`src/rtl/cdc_sync_pkg.sv`:
```
`default_nettype none
// ============================================================================
// cdc_sync_pkg : channel modes and helpers for the multi-channel synchroniser
// Rev 1.0
// ============================================================================
package cdc_sync_pkg;

  localparam logic [1:0] CDC_MODE_LEVEL = 2'b00;
  localparam logic [1:0] CDC_MODE_RISE  = 2'b01;
  localparam logic [1:0] CDC_MODE_FALL  = 2'b10;
  localparam logic [1:0] CDC_MODE_ANY   = 2'b11;

  localparam int CDC_MIN_STAGES = 2;

  function automatic int cdc_clog2(input int value);
    int v;
    int r;
    r = 0;
    v = value - 1;
    while (v > 0) begin
      r = r + 1;
      v = v >> 1;
    end
    return r;
  endfunction

endpackage
`default_nettype wire

```
`src/rtl/cdc_sync_ch.sv`:
```
`default_nettype none
// ============================================================================
// cdc_sync_ch : one channel - sync chain, glitch filter, edge pulse, flags
// Rev 1.0
// ============================================================================
module cdc_sync_ch
  import cdc_sync_pkg::*;
#(
  parameter int         STAGES     = 3,
  parameter int         FILTER_LEN = 0,
  parameter logic       RST_VAL    = 1'b0,
  parameter logic [1:0] MODE       = CDC_MODE_RISE
) (
  input  logic clk_dst,
  input  logic rst,
  input  logic sig_src,
  input  logic evt_clr,
  output logic level_dst,
  output logic pulse_dst,
  output logic evt_flag,
  output logic evt_ovf,
  output logic evt_flag_nxt
);

  logic [STAGES-1:0] r_sync;
  logic              r_level_q;
  logic              r_pulse;
  logic              r_flag;
  logic              r_ovf;
  logic              w_level;
  logic              w_edge;
  logic              w_flag_nxt;
  logic              w_ovf_nxt;

  generate
    if (STAGES < CDC_MIN_STAGES) begin : g_stage_check
      $error("cdc_sync_ch: STAGES must be at least %0d", CDC_MIN_STAGES);
    end
  endgenerate

  // Plain flop chain: nothing may sit between stages.
  always_ff @(posedge clk_dst or posedge rst) begin
    if (rst) begin
      r_sync <= {STAGES{RST_VAL}};
    end else begin
      r_sync <= {r_sync[STAGES-2:0], sig_src};
    end
  end

  generate
    if (FILTER_LEN == 0) begin : g_no_filter
      assign w_level = r_sync[STAGES-1];
    end else begin : g_filter
      localparam int              c_cnt_w    = cdc_clog2(FILTER_LEN) + 1;
      localparam logic [c_cnt_w-1:0] c_cnt_last = c_cnt_w'(FILTER_LEN - 1);
      localparam logic [c_cnt_w-1:0] c_cnt_one  = c_cnt_w'(1);

      logic [c_cnt_w-1:0] r_cnt;
      logic               r_level;

      // A new level is accepted only after FILTER_LEN consecutive mismatches.
      always_ff @(posedge clk_dst or posedge rst) begin
        if (rst) begin
          r_cnt   <= '0;
          r_level <= RST_VAL;
        end else if (r_sync[STAGES-1] == r_level) begin
          r_cnt <= '0;
        end else if (r_cnt == c_cnt_last) begin
          r_level <= r_sync[STAGES-1];
          r_cnt   <= '0;
        end else begin
          r_cnt <= r_cnt + c_cnt_one;
        end
      end

      assign w_level = r_level;
    end
  endgenerate

  always_comb begin
    w_edge = 1'b0;
    case (MODE)
      CDC_MODE_RISE: w_edge = w_level & ~r_level_q;
      CDC_MODE_FALL: w_edge = ~w_level & r_level_q;
      CDC_MODE_ANY:  w_edge = w_level ^ r_level_q;
      default:       w_edge = 1'b0;
    endcase
  end

  // A pulse sets the flag even if a clear arrives on the same edge.
  always_comb begin
    w_flag_nxt = r_flag;
    w_ovf_nxt  = r_ovf;
    if (r_pulse) begin
      w_flag_nxt = 1'b1;
      if (r_flag && !evt_clr) begin
        w_ovf_nxt = 1'b1;
      end
    end else if (evt_clr) begin
      w_flag_nxt = 1'b0;
      w_ovf_nxt  = 1'b0;
    end
  end

  always_ff @(posedge clk_dst or posedge rst) begin
    if (rst) begin
      r_level_q <= RST_VAL;
      r_pulse   <= 1'b0;
      r_flag    <= 1'b0;
      r_ovf     <= 1'b0;
    end else begin
      r_level_q <= w_level;
      r_pulse   <= w_edge;
      r_flag    <= w_flag_nxt;
      r_ovf     <= w_ovf_nxt;
    end
  end

  assign level_dst    = w_level;
  assign pulse_dst    = r_pulse;
  assign evt_flag     = r_flag;
  assign evt_ovf      = r_ovf;
  assign evt_flag_nxt = w_flag_nxt;

endmodule
`default_nettype wire

```
`src/rtl/cdc_sync_multi.sv`:
```
`default_nettype none
// ============================================================================
// cdc_sync_multi : NUM_CH independent single-bit synchronisers with event flags
// Rev 1.0
// ============================================================================
module cdc_sync_multi
  import cdc_sync_pkg::*;
#(
  parameter int                  NUM_CH     = 4,
  parameter int                  STAGES     = 3,
  parameter int                  FILTER_LEN = 0,
  parameter logic [NUM_CH-1:0]   RST_VAL    = {NUM_CH{1'b0}},
  parameter logic [2*NUM_CH-1:0] CH_MODE    = 8'hE5
) (
  input  logic              clk_dst,
  input  logic              rst,
  input  logic [NUM_CH-1:0] sig_src,
  input  logic [NUM_CH-1:0] evt_clr,
  output logic [NUM_CH-1:0] level_dst,
  output logic [NUM_CH-1:0] pulse_dst,
  output logic [NUM_CH-1:0] evt_flag,
  output logic [NUM_CH-1:0] evt_ovf,
  output logic              evt_any
);

  logic [NUM_CH-1:0] w_flag_nxt;
  logic              r_evt_any;

  generate
    if (NUM_CH < 1 || NUM_CH > 32) begin : g_ch_check
      $error("cdc_sync_multi: NUM_CH must be in 1..32");
    end

    for (genvar g = 0; g < NUM_CH; g++) begin : g_ch
      cdc_sync_ch #(
        .STAGES     (STAGES),
        .FILTER_LEN (FILTER_LEN),
        .RST_VAL    (RST_VAL[g]),
        .MODE       (CH_MODE[2*g +: 2])
      ) u_ch (
        .clk_dst      (clk_dst),
        .rst          (rst),
        .sig_src      (sig_src[g]),
        .evt_clr      (evt_clr[g]),
        .level_dst    (level_dst[g]),
        .pulse_dst    (pulse_dst[g]),
        .evt_flag     (evt_flag[g]),
        .evt_ovf      (evt_ovf[g]),
        .evt_flag_nxt (w_flag_nxt[g])
      );
    end
  endgenerate

  // Built from next-state flags so it changes on the same edge as evt_flag.
  always_ff @(posedge clk_dst or posedge rst) begin
    if (rst) begin
      r_evt_any <= 1'b0;
    end else begin
      r_evt_any <= |w_flag_nxt;
    end
  end

  assign evt_any = r_evt_any;

endmodule
`default_nettype wire

```
`config.mk`:
```
export PLATFORM = sky130hd
export DESIGN_NAME = cdc_sync_multi
export DESIGN_NICKNAME = d
export VERILOG_FILES = /design/src/rtl/cdc_sync_pkg.sv /design/src/rtl/cdc_sync_ch.sv /design/src/rtl/cdc_sync_multi.sv
export SDC_FILE = /design/constraint.sdc
export NUM_CORES = 1
export LEC_CHECK = 0
export BUFFER_PORTS_ARGS = -buffer_cell sky130_fd_sc_hd__buf_2
export CORE_MARGIN = 2
export CORE_UTILIZATION = 47
export DETAILED_ROUTE_END_ITERATION = 7
export PLACE_DENSITY_LB_ADDON = 0.1
export SLEW_MARGIN = 0
export SYNTH_ARGS = -nofsm -noshare
export SYNTH_HDL_FRONTEND = slang
export SYNTH_HIERARCHICAL = 1
export SYNTH_SLANG_ARGS = --single-unit
```
`constraint.sdc`:
```
create_clock -name clk_dst -period 1.3 [get_ports clk_dst]
set_input_delay 0.195 -clock clk_dst [delete_from_list [all_inputs] [get_ports clk_dst]]
set_output_delay 0.195 -clock clk_dst [all_outputs]
set_load 0.01 [all_outputs]
```
# ---- Word-level counts from Yosys, hierarchy flattened
# Index checks and enable logic that the tools add are counted.
dict set report op_classes {
  muxes 20
  n_shift 0
  mul 0
  bitwise 7
  n_eq_ne 4
  div_mod_pow 0
  magnitude_cmp 0
  add_sub_neg 0
  n_reduce_logical 17
}
# op count
set ops {}
lappend ops {{$mux W1} 20}
lappend ops {{$ne A2 B2 Y1 const B} 4}
lappend ops {{$reduce_and A2 Y1} 4}
lappend ops {{$reduce_bool A2 Y1} 4}
lappend ops {{$logic_and A1 B1 Y1} 4}
lappend ops {{$logic_not A1 Y1} 4}
lappend ops {{$reduce_or A4 Y1} 1}
lappend ops {{$and A1 B1 Y1} 3}
lappend ops {{$not A1 Y1} 3}
lappend ops {{$xor A1 B1 Y1} 1}
dict set report totals {
  mem_bits_rw 0
  output_inout_bits 17
  memories 0
  latch_bits 0
  regBits 29
  word_cells 69
  mem_bits_ro 0
}

# ---- Longest topological paths before layout
dict set report depth {
  depth_word 4
  mapped_depth 3
  ltp_nobuf 3
}

# ---- Cells and area by module
# The synthesis kept the hierarchy.
# module n_inst area_each_um2 cells_each
set modules_own_cells {}
lappend modules_own_cells {{cdc_sync_ch at g_ch[0].u_ch ...} 3 210.2 14}
lappend modules_own_cells {{cdc_sync_ch at g_ch[3].u_ch} 1 212.7 14}
lappend modules_own_cells {cdc_sync_multi 1 36.3 3}

# ---- Least setup slack after synthesis
# No wires, ideal clock.
dict set report synth_path {
  kind {register to register}
  startpoint {register g_ch[1].u_ch.r_pulse}
  endpoint {register r_evt_any (netlist: evt_any)}
  setup_time_ps 139
  arrival_time_ps 1073
  t_required_ps 1161
  period_less_slack_ps 1211
  path_buffers 0
  stages_incl_launch_ff 3
  setup_slack_ps 89
  path_cell_list {dfrtp_1 > a21o_1 > or4_1}
}
dict set report synth_between {
  elab_chain_cells 2
}
# item line_no
set synth_rtl {}
lappend synth_rtl {{start: declaration} cdc_sync_ch.sv:27} ;# logic r_pulse;
lappend synth_rtl {{start signal: assignment} cdc_sync_ch.sv:113} ;# r_pulse <= w_edge;
lappend synth_rtl {{$mux W1} cdc_sync_ch.sv:94} ;# if (r_pulse) begin
lappend synth_rtl {{via w_flag_nxt[1]} cdc_sync_multi.sv:26} ;# logic [NUM_CH-1:0] w_flag_nxt;
lappend synth_rtl {{$reduce_or A4 Y1} cdc_sync_multi.sv:59} ;# r_evt_any <= |w_flag_nxt;
lappend synth_rtl {{end signal: assignment} cdc_sync_multi.sv:59}
lappend synth_rtl {{end: declaration} cdc_sync_multi.sv:27} ;# logic r_evt_any;
# The timed path passes the listed nets, and every way through them passes these cells.
# A chain may end at the register's enable or synchronous reset.

# ---- Final worst setup path
# Ends and elaborated chain as after synthesis.

==> results.md <==
| Item | Reported |
| --- | --- |
| Outcome | complete, no violations |
| Final count of negative-setup-slack endpoints | 0 |
| Clock latency on the worst-skew pair | 0.31 ns |
| Vias after detailed routing | 540 |
| Min Tclk post-route | 1.19 ns |
| Ratio of cells with drive above 1 in the final layout | 33.7% |
| Total negative slack | 0 ns |
| DRC Markers | 0 |
| 1st-iter DRT viols | 3 |
| Distinct cells, synth | 9 |
| Reported max-cap violation count | 0 |
| Clock buffer depth | 2 |
| I/O pin count | 27 |
| Clock Pin Slew Worst Setup and Hold Paths | 0.08 ns |
| Termination of the worst setup path | evt_any |
| Initial core utilization | 50.4% |
| Synth warnings | 6 |
| Post-route insts no fill | 123 |
| Final clock skew | 0.00664 ns |
| Clk root buf | sky130_fd_sc_hd__clkbuf_4 |
| Static Leak | 0.622 nW |
| Placeable Area | 0.00175 mm^2 |
| Port buffer count | 26 |
| Area Overhead vs Synth | 33.7% |
| Series of cell instances along the critical path | a21o_1 > or4_1 |
| Startpoint of the worst setup timing path | g_ch[1].u_ch/pulse_dst |
| Maximum vdd drop | 0.000897 V |
| Std-Cell Rows | 15 |
| Setup slack of the worst register-to-register path | 0.11 ns |
| Beginning of the worst register-to-register path | g_ch[1].u_ch/pulse_dst |
| Fin. Hold Viols | 0 |
| Drt via density | 4.39 |
| Die Height | 47.3 um |
| Power density cells | 1610 mW/mm^2 |
| Initial antenna violation count | 0 |
| Post-DRT Antenna Nets | 0 |
| Via count of the first global-routing pass | 460 |
| Post-placement setup slack | 0.106 ns |
| DR WL met3 | 98 um |
| Final GP Congestion | 0.626 |
| Top library cells by usage in the layout, fill and taps aside | sky130_fd_sc_hd__dfrtp_1 (29), sky130_fd_sc_hd__buf_2 (26), sky130_fd_sc_hd__inv_1 (9) |
| Final hold slack | 0.0670 ns |
| Final slew viol count | 0 |
| DP Cell Count | 110 |
| Ant. Diodes | 0 |
| Most frequent standard cell in the layout excluding fill and tap cells | sky130_fd_sc_hd__dfrtp_1 |
| Highest achievable clock rate | 839 MHz |
| TritonCTS clock tree | built |
| Worst R2R End | evt_any |
| HPWL Detailed | 953 um |
| Sink Count | 29 |
| Maximum number of pins on one net before global-route repair | 10 |
| Count of TritonRoute iterations in the first routing pass | 3 |
| Worst slew margin relative to its limit | 81.9% |
| Gate count of the mapped netlist | 59 |
| Grt ovf | 0 |
| Average size of a mapped cell | 14.9 um^2 |
| Netlist area before placement | 880 um^2 |
| Worst min-delay path category | in -> reg |
| Largest stage delay on the critical path | 0.51 ns |
| Final setup slack of the worst path | 0.108 ns |
| Critical path start-end classification | reg -> reg |
| Combined global-route utilization of all metal layers | 13.6% |
| Synthesized Nets | 69 |
| Final routed wirelength across all metal layers | 1280 um |
| Die ar. | 0.00223 mm^2 |
| Depth of the worst register-to-register path | 2 |
| Global-route wire length before repair | 1840 um |
| Unrepaired setup endpoints after global routing | no |
| Total number of H-tree levels | 2 |
| Wl on met1 | 561 um |
| Kind of end point of the critical path | register |
| Signal arrival time at the worst endpoint | 1.38 ns |
| Horiz. Die Dim | 47.3 um |
| Setup repair bufs after CTS | 0 |
| Crit path max-delay cell type | sky130_fd_sc_hd__or4_1 |
| Number of resized instances in the post-cts repair step | 0 |
| Element type at the critical path start | register |
| Fin nets | 107 |
| Req. time, crit path | 1.49 ns |
| Number of clock buffers inserted by TritonCTS | 5 |
| Average wire length per cell after detail routing | 10.4 um |
| Highest fanout seen on the critical path | 4 |
| Actual transition at the worst max-transition pin | 0.271 ns |
| Synthesis-stage register bit count | 29 |
| Total met2 wirelength after detailed routing | 584 um |
| Uppermost metal layer occupied by signal nets | met4 |
| Final Cycle Share | 91.7% |
| Sequential element share of the synthesized area | 82.5% |
==> how the worst min path moves through the flow <==
| stage | from | end | slack, ns | depth (start not counted) |
|---|---|---|---|---|
| after floorplan | rst | evt_any | -0.08 | 1 |
| after global placement | rst | evt_any | 0.08 | 2 |
| after detailed placement | rst | evt_any | 0.08 | 2 |
| after CTS | evt_clr[0] | g_ch[0].u_ch/evt_ovf | 0.05 | 2 |
| after global routing | evt_clr[3] | g_ch[3].u_ch/evt_ovf | 0.06 | 2 |
| final | evt_clr[0] | g_ch[0].u_ch/evt_ovf | 0.07 | 2 |
==> flip-flops by register name, indices dropped and copies added (netlist names) <==
name                 count
g_ch.u_ch/pulse_dst      4
g_ch.u_ch/r_sync        12
g_ch.u_ch/r_level_q      4
evt_any                  1
g_ch.u_ch/evt_flag       4
g_ch.u_ch/evt_ovf        4
==> final cells by class <==
| class | count | area (um^2) |
|---|---|---|
| repair buffers | 31 | 180 |
| well taps | 25 | 31.3 |
| flip-flops and latches | 29 | 726 |
| multi-input cells | 21 | 120 |
| fillers | 143 | 569 |
| clock inverters | 1 | 30.0 |
| inverters | 9 | 33.8 |
| clock buffers | 7 | 55.1 |
==> logic make-up (layout without fill, tap and decap cells) <==
group                  after synthesis  after routing  share of synthesized area (%)
flip-flops                          29             29                           82.5
buffers and inverters                9             48                           3.84
AND/OR/NAND/NOR                      8              8                           4.69
AO/OA/AOI/OAI                       12             12                           7.97
XOR/XNOR                             1              1                          0.996
==> repair_timing <==
item	CTS	global route
hold buffers	5	0
endpoints found under the hold margin	33	0
endpoints found under the setup margin	0	0
==> cells in the mapped netlist <==
cell type,number,area (um^2)
sky130_fd_sc_hd__dfrtp_1,29,726
sky130_fd_sc_hd__inv_1,9,33.8
sky130_fd_sc_hd__a21o_1,4,30.0
sky130_fd_sc_hd__a21oi_1,4,20.0
sky130_fd_sc_hd__nand2_1,4,15.0
sky130_fd_sc_hd__o21ai_1,4,20.0
sky130_fd_sc_hd__nor2b_1,3,18.8
sky130_fd_sc_hd__or4_1,1,7.51
sky130_fd_sc_hd__xor2_1,1,8.76
==> worst max-delay path, delay by kind of cell (launching register included) <==
family / cells / cell delay, ns
and+or+nand+nor: 1 / 0.51
DFF: 1 / 0.40
AOI/OAI and AO/OA: 1 / 0.17
==> stage by stage <==
stage | utilization, % | instance area (um^2) | total power [mW]
5_1_grt | 67.4 | 1180 | 1.98
3_5_place_dp | 59.6 | 1040 | 1.16
2_1_floorplan | - | 880 | 1.09
4_1_cts | 67.4 | 1180 | 1.92
6_report | 67.4 | 1180 | 1.89
3_3_place_gp | 59.6 | 1040 | 1.16
==> routing by layer <==
layer / GRT usage [%] / vias to the layer above
li1: - / 260
met1: 15.8 / 254
met2: 17.3 / 21
met5: 0 / -
met4: 13.3 / 0
met3: 7.31 / 5
==> report_power, final <==
| group | internal, mW | total, mW | switching, mW | leakage (nW) |
|---|---|---|---|---|
| Sequential | 0.964 | 1.00 | 0.0372 | 0.345 |
| Combinational | 0.0723 | 0.153 | 0.0809 | 0.232 |
| Clock | 0.459 | 0.735 | 0.276 | 0.0455 |
No activity file was read; power rests on OpenSTA's default activity.
